--- src/rtl/alu_op_arbiter.sv ---
// Two-requester front end for a single shared ALU.
// A round-robin grant picks one request in IDLE, EXEC evaluates it into a
// result register, and RESP holds the tagged result until the sink takes it.
module alu_op_arbiter #(
  parameter int WIDTH = 4,
  parameter int CNT_W = 8
) (
  input  logic             clk,
  input  logic             rst,
  input  logic             req0_valid,
  output logic             req0_ready,
  input  logic [2:0]       req0_op,
  input  logic [WIDTH-1:0] req0_a,
  input  logic [WIDTH-1:0] req0_b,
  input  logic             req1_valid,
  output logic             req1_ready,
  input  logic [2:0]       req1_op,
  input  logic [WIDTH-1:0] req1_a,
  input  logic [WIDTH-1:0] req1_b,
  output logic             rsp_valid,
  input  logic             rsp_ready,
  output logic             rsp_id,
  output logic [WIDTH-1:0] rsp_data,
  output logic             rsp_err,
  output logic             busy,
  output logic [CNT_W-1:0] op_count
);

  typedef enum logic [1:0] {IDLE, EXEC, RESP} state_t;

  state_t             state_q, state_d;
  logic               rr_last_q, rr_last_d;
  logic               id_q, id_d;
  logic [2:0]         op_q, op_d;
  logic [WIDTH-1:0]   a_q, a_d;
  logic [WIDTH-1:0]   b_q, b_d;
  logic [WIDTH-1:0]   data_q, data_d;
  logic               err_q, err_d;
  logic [CNT_W-1:0]   cnt_q, cnt_d;

  logic               grant_id;
  logic               any_valid;
  logic [WIDTH-1:0]   alu_res;

  // Grant selection: on a tie the requester not served last wins,
  // a lone requester always wins.
  always_comb begin
    any_valid  = req0_valid | req1_valid;
    grant_id   = (req0_valid && req1_valid) ? ~rr_last_q : req1_valid;
    req0_ready = (state_q == IDLE) && req0_valid && !grant_id;
    req1_ready = (state_q == IDLE) && req1_valid && grant_id;
  end

  // ALU datapath on the latched operands; reserved opcodes produce zero.
  always_comb begin
    alu_res = '0;
    case (op_q)
      3'd0:    alu_res = a_q + b_q;
      3'd1:    alu_res = a_q - b_q;
      3'd2:    alu_res = a_q & b_q;
      3'd3:    alu_res = a_q | b_q;
      3'd4:    alu_res = a_q ^ b_q;
      3'd5:    alu_res = (a_q > b_q) ? '1 : '0;
      default: alu_res = '0;
    endcase
  end

  // Next-state logic for the IDLE -> EXEC -> RESP sequence.
  always_comb begin
    state_d   = state_q;
    rr_last_d = rr_last_q;
    id_d      = id_q;
    op_d      = op_q;
    a_d       = a_q;
    b_d       = b_q;
    data_d    = data_q;
    err_d     = err_q;
    cnt_d     = cnt_q;
    case (state_q)
      IDLE: begin
        // Any valid requester is granted and therefore accepted this cycle.
        if (any_valid) begin
          id_d    = grant_id;
          op_d    = grant_id ? req1_op : req0_op;
          a_d     = grant_id ? req1_a  : req0_a;
          b_d     = grant_id ? req1_b  : req0_b;
          state_d = EXEC;
        end
      end
      EXEC: begin
        data_d  = alu_res;
        err_d   = op_q[2] & op_q[1];
        state_d = RESP;
      end
      RESP: begin
        if (rsp_ready) begin
          rr_last_d = id_q;
          if (cnt_q != '1) begin
            cnt_d = cnt_q + 1'b1;
          end
          state_d = IDLE;
        end
      end
      default: state_d = IDLE;
    endcase
  end

  // State and datapath registers with synchronous reset.
  always_ff @(posedge clk) begin
    if (rst) begin
      state_q   <= IDLE;
      rr_last_q <= 1'b1;
      id_q      <= 1'b0;
      op_q      <= '0;
      a_q       <= '0;
      b_q       <= '0;
      data_q    <= '0;
      err_q     <= 1'b0;
      cnt_q     <= '0;
    end else begin
      state_q   <= state_d;
      rr_last_q <= rr_last_d;
      id_q      <= id_d;
      op_q      <= op_d;
      a_q       <= a_d;
      b_q       <= b_d;
      data_q    <= data_d;
      err_q     <= err_d;
      cnt_q     <= cnt_d;
    end
  end

  assign rsp_valid = (state_q == RESP);
  assign busy      = (state_q != IDLE);
  assign rsp_id    = id_q;
  assign rsp_data  = data_q;
  assign rsp_err   = err_q;
  assign op_count  = cnt_q;

endmodule

--- config.mk ---
export PLATFORM = sky130hd
export DESIGN_NAME = alu_op_arbiter
export DESIGN_NICKNAME = d
export VERILOG_FILES = /design/src/rtl/alu_op_arbiter.sv
export SDC_FILE = /design/constraint.sdc
export NUM_CORES = 1
export LEC_CHECK = 0
export CORE_MARGIN = 2
export CORE_UTILIZATION = 52
export DETAILED_ROUTE_END_ITERATION = 6
export PLACE_DENSITY = 0.95
export SYNTH_ARGS = -nofsm -noshare
export SYNTH_HDL_FRONTEND = slang
export SYNTH_SLANG_ARGS = --single-unit
export TNS_END_PERCENT = 30
--- constraint.sdc ---
create_clock -name clk -period 4.4 [get_ports clk]
set_input_delay 0.66 -clock clk [delete_from_list [all_inputs] [get_ports clk]]
set_output_delay 0.66 -clock clk [all_outputs]
set_load 0.005 [all_outputs]
== After elaboration in Yosys (flattened, before gate mapping) ==
Index checks and enable logic that the tools add are counted.
Word-level totals
  output and inout bits: 18
  register bits: 28
  word-level logic and storage cells: 51
Operators by class
  add/subtract/negate cells: 3
  eq/ne operators: 10
  magnitude comparators: 1
  reduce and logical (&&, ||, !) cells: 13
  bitwise operators: 6
  muxes and demuxes: 9
Operators by type and width (count)
  $pmux 4 s6: 1
  $mux 4: 3
  $add 8x1->8 const B: 1
  $ne 8x8->1 const B: 1
  $eq 3x2->1 const B: 2
  $eq 3x3->1 const B: 2
  $pmux 2 s3: 1
  $reduce_and 2->1: 3
  $logic_and 1x1->1: 5
  $add 4x4->4: 1
  $and 4x4->4: 1
  $gt 4x4->1: 1
  $mux 2: 2
  $or 4x4->4: 1
  $sub 4x4->4: 1
  $xor 4x4->4: 1
  $eq 3x1->1 const B: 1
  $logic_not 3->1: 1
  $mux 3: 1
  $reduce_and 3->1: 1
  $eq 2x1->1 const B: 1
  $eq 2x2->1 const B: 1
  $logic_not 2->1: 1
  $ne 2x1->1 const B: 1
  other kinds (7): 7

== Depth between registers and ports, before layout ==
  depth after elaboration: 4
  gate-level depth with buffers: 9
  gate-level depth less buffers: 9

== Worst setup path after synthesis ==
OpenSTA, ideal clock, no wires.
  kind: input -> output
  start point: input req1_valid
  end point: output req0_ready
  stages: 3
  path buffers: 1
  data required time: 3740 ps
  arrival time: 1234 ps
  slack: 2506 ps
  cells stage by stage: a21boi_2 buf_2 nor2_1
Between the ends
  word-level cells in the longest chain between the ends: 4
RTL lines
  start: declaration: line 15  | input logic req1_valid,
  $logic_and 1x1->1: line 49  | grant_id = (req0_valid && req1_valid) ? ~rr_last_q : req1_valid;
  $mux 1 *: line 49
  $logic_not 1->1 *: line 50  | req0_ready = (state_q == IDLE) && req0_valid && !grant_id;
  $logic_and 1x1->1 *: line 50
  end: declaration: line 11  | output logic req0_ready,
Every way passes the cells marked *; elsewhere a longest branch is shown, timed or not.

== Worst setup path after layout ==
  start point: input req1_valid
  end point: output req1_ready
Between the ends
  word-level cells in the longest chain between the ends: 3
RTL lines
  $logic_and 1x1->1: line 49
  $mux 1: line 49
  $logic_and 1x1->1 *: line 51  | req1_ready = (state_q == IDLE) && req1_valid && grant_id;
  end: declaration: line 16  | output logic req1_ready,
Marks and branches as above.

==> impl_metrics.tcl <==
set metrics [dict create \
    finalSetupViolations 0 \
    worst_pin_slew_ps 996.4 \
    fin_crit_sh_pct 65.90 \
    synth_edf_count 0 \
    routabilityCongestion 0.8483 \
    synth_async_sr_flop_share_pct 0 \
    antenna_cells 0 \
    synth_nets 248 \
    drt_pass1_iterations 4 \
    grt_pass1_vias 1445 \
    fin_skew_ps 1.374 \
    drt-total-wl_um 3573 \
    dieArea_um2 3772 \
    cpPeakStageDelay_ps 500 \
    die-height_um 61.42 \
    grt_max_degree 29 \
    fp.dieW_um 61.42 \
    first_iter_violations 67 \
    swShare_pct 30.40 \
    layout.nets 290 \
    arrival_ps 2240 \
    switching_power_mw 0.2052 \
    hold_viol 0 \
    core_area_um2 3103 \
    drcViolationCount 0 \
    rsz0062_at_grt "no" \
    row_count 20 \
    maxCapViolCount 0 \
    ys_types 37 \
    slew_headroom_pct 33.37 \
    layout-drive-gt1-share_pct 3.644 \
    grt_first_pass_wirelength_um 5906 \
    cts_setup_buffers 0 \
    cp_common_cell "clkdlybuf4s50_1" \
    use_met3_pct 2.731 \
    critical_path.top_delay_family "buffers and inverters" \
    tns_ps 0 \
    clock_sinks 28 \
    antenna_found_initial 0 \
    yosysWarningCount 0 \
    grt.busiest_layer "met2" \
    whs_ps 479.0 \
    gr-usage-met1_pct 23.00 \
    clk_latency_ps 340 \
    hpwl_um 2717 \
    grt_util_met2_pct 39.21 \
    slew_violations 0 \
    worst-path-buf-inv 3 \
    root_buffer "clkbuf_4" \
    cts_resized 0 \
    ir_drop_uv 175.7 \
    cp-end-kind "primary output" \
    start_kind "input port" \
    internal_power_mw 0.4697 \
    max_clock_freq_mhz 344.9 \
    syn2layout_area_growth_pct 30.66 \
    vias_per_cell 5.505 \
    ys_seq_area_share_pct 32.70 \
    h-tree-depth 1 \
    p_leak_nw 0.8476 \
    vias 1602 \
    synthCells 206 \
    pwr-share-seq_pct 44.6 \
    wl_per_cell_um 12.28 \
    synth_seq_cells 28 \
    grt_use_total_pct 20.76 \
    cts_made_buffers 3 \
    cts_tree "done" \
    io_buffers 44 \
    crit_chain "clkdlybuf4s50_1 -> a21boi_2 -> buf_4 -> and2_1 -> clkdlybuf4s50_1" \
    clk_pin_slew_worst_paths_ps 150 \
    critPathKind "input port to primary output" \
    pwr_density_cell_nw_per_um2 301.3 \
    io_pins 45 \
    cpMaxStageDelayCell "clkdlybuf4s50_1" \
    hp-class "flip-flop to flip-flop" \
    syn-cell-area_um2 1714 \
    postCtsHoldBufs 0 \
    p_clk_share_pct 25.5 \
    outcome "finished, final reports clean" \
    crit_fanout 13 \
    synth_flop_cell "dfxtp_1" \
    required_ps 3740 \
    overflow 0 \
    start_util_pct 55.24 \
    p_comb_share_pct 29.9 \
    layout_min_cycle_time_ps 2899 \
    clk_path_buf_depth 2 \
    ant_nets 0 \
    synth_area_per_cell_um2 8.321 \
]
power groups by stage:
stage	sequential, mW	clock [mW]	combinational (mW)
floorplan	0.293	0	0.138
global placement	0.304	0	0.190
finish	0.301	0.172	0.202
global route	0.305	0.180	0.225
CTS	0.301	0.169	0.202
detailed placement	0.306	0	0.198
synthesized netlist by cell type, drive strengths merged (2+ instances only):
cell | count | area (µm²)
a21oi | 12 | 60.06
nor3 | 8 | 45.04
nand2b | 5 | 31.28
mux2i | 13 | 130.1
nor4 | 3 | 18.77
nand2 | 12 | 45.04
xnor2 | 6 | 52.55
clkbuf | 5 | 18.77
ha | 13 | 162.7
nand3 | 6 | 30.03
inv | 14 | 52.55
buf | 4 | 18.76
fa | 2 | 40.04
nor2 | 27 | 101.4
or3 | 3 | 18.77
xor2 | 3 | 26.28
a211oi | 13 | 97.59
nor2b | 4 | 25.02
o21bai | 2 | 18.77
nand3b | 4 | 30.03
o21ai | 7 | 35.03
dfxtp | 28 | 560.5
sequential cells by signal, summed over array words and instances, names as in the netlist:
name / flops
rsp_id: 1
a_q: 4
rsp_data: 4
op_q: 3
op_count: 8
rr_last_q: 1
state_q: 2
rsp_err: 1
b_q: 4
worst paths after layout:
kind | end | cells past startpoint | start | slack [ps]
setup / recovery | req1_ready | 5 | req1_valid | 1500
hold reg to reg | rsp_data[1]$_SDFFE_PP0N_ | 2 | rsp_data[1]$_SDFFE_PP0N_ | 480
setup reg to reg | rsp_data[2]$_SDFFE_PP0N_ | 9 | a_q[0]$_SDFFE_PP0P_ | 2250
hold / removal | rsp_data[1]$_SDFFE_PP0N_ | 2 | rsp_data[1]$_SDFFE_PP0N_ | 480
routing by layer:
layer	wire length, µm	vias up
met2	1893	53
met1	1421	736
met3	173	9
li1	-	804
met5	0	-
met4	83	0
cell families (layout without fill, tap and decap cells):
family	count (synthesis)	after routing	synth area share, %
buffers and inverters	23	64	5.255
flip-flops	28	28	32.70
adder cells (fa/ha/maj)	15	15	11.83
multiplexers	13	13	7.591
AND/OR/NAND/NOR	77	77	22.26
XOR/XNOR	9	9	4.599
AO/OA/AOI/OAI	41	41	15.77
through the flow:
stage,utilization [%],setup WS [ps],total power [mW],instance area [µm²],cells
after floorplan,-,2506,0.4316,1714,206
after global placement,70.48,1546,0.4940,2187,287
after detailed placement,70.48,1491,0.5041,2187,287
after CTS,72.18,1480,0.6721,2240,291
after global routing,72.18,1451,0.7104,2240,291
final,72.18,1501,0.6749,2240,291
layout make-up:
type,instances,area [µm²]
Clock inverter,1,30.03
Clock buffer,3,22.52
Fill cell,266,863.3
Multi-Input combinational cell,155,1064
Tap cell,44,55.05
Sequential cell,28,560.5
Timing Repair Buffer,46,455.4
Inverter,14,52.55
cell usage in the layout, fill, tap and decap left out, types with 7 or more instances in the layout:
cell type and count:
a21oi_1 12, nor2_1 27, nor3_1 7, dfxtp_1 28, a211oi_1 13, clkdlybuf4s50_1 44
ha_1 13, inv_1 14, o21ai_0 7, mux2i_1 13, nand2_1 12
worst register-to-register path, delay by kind of cell, from the launching register on:
family,cells,cell delay [ps]
fa+ha+maj,2,570
simple gates,4,830
compound gates,1,160
buf+inv,2,160
flops,1,370
No activity file was read; power rests on OpenSTA's default activity.
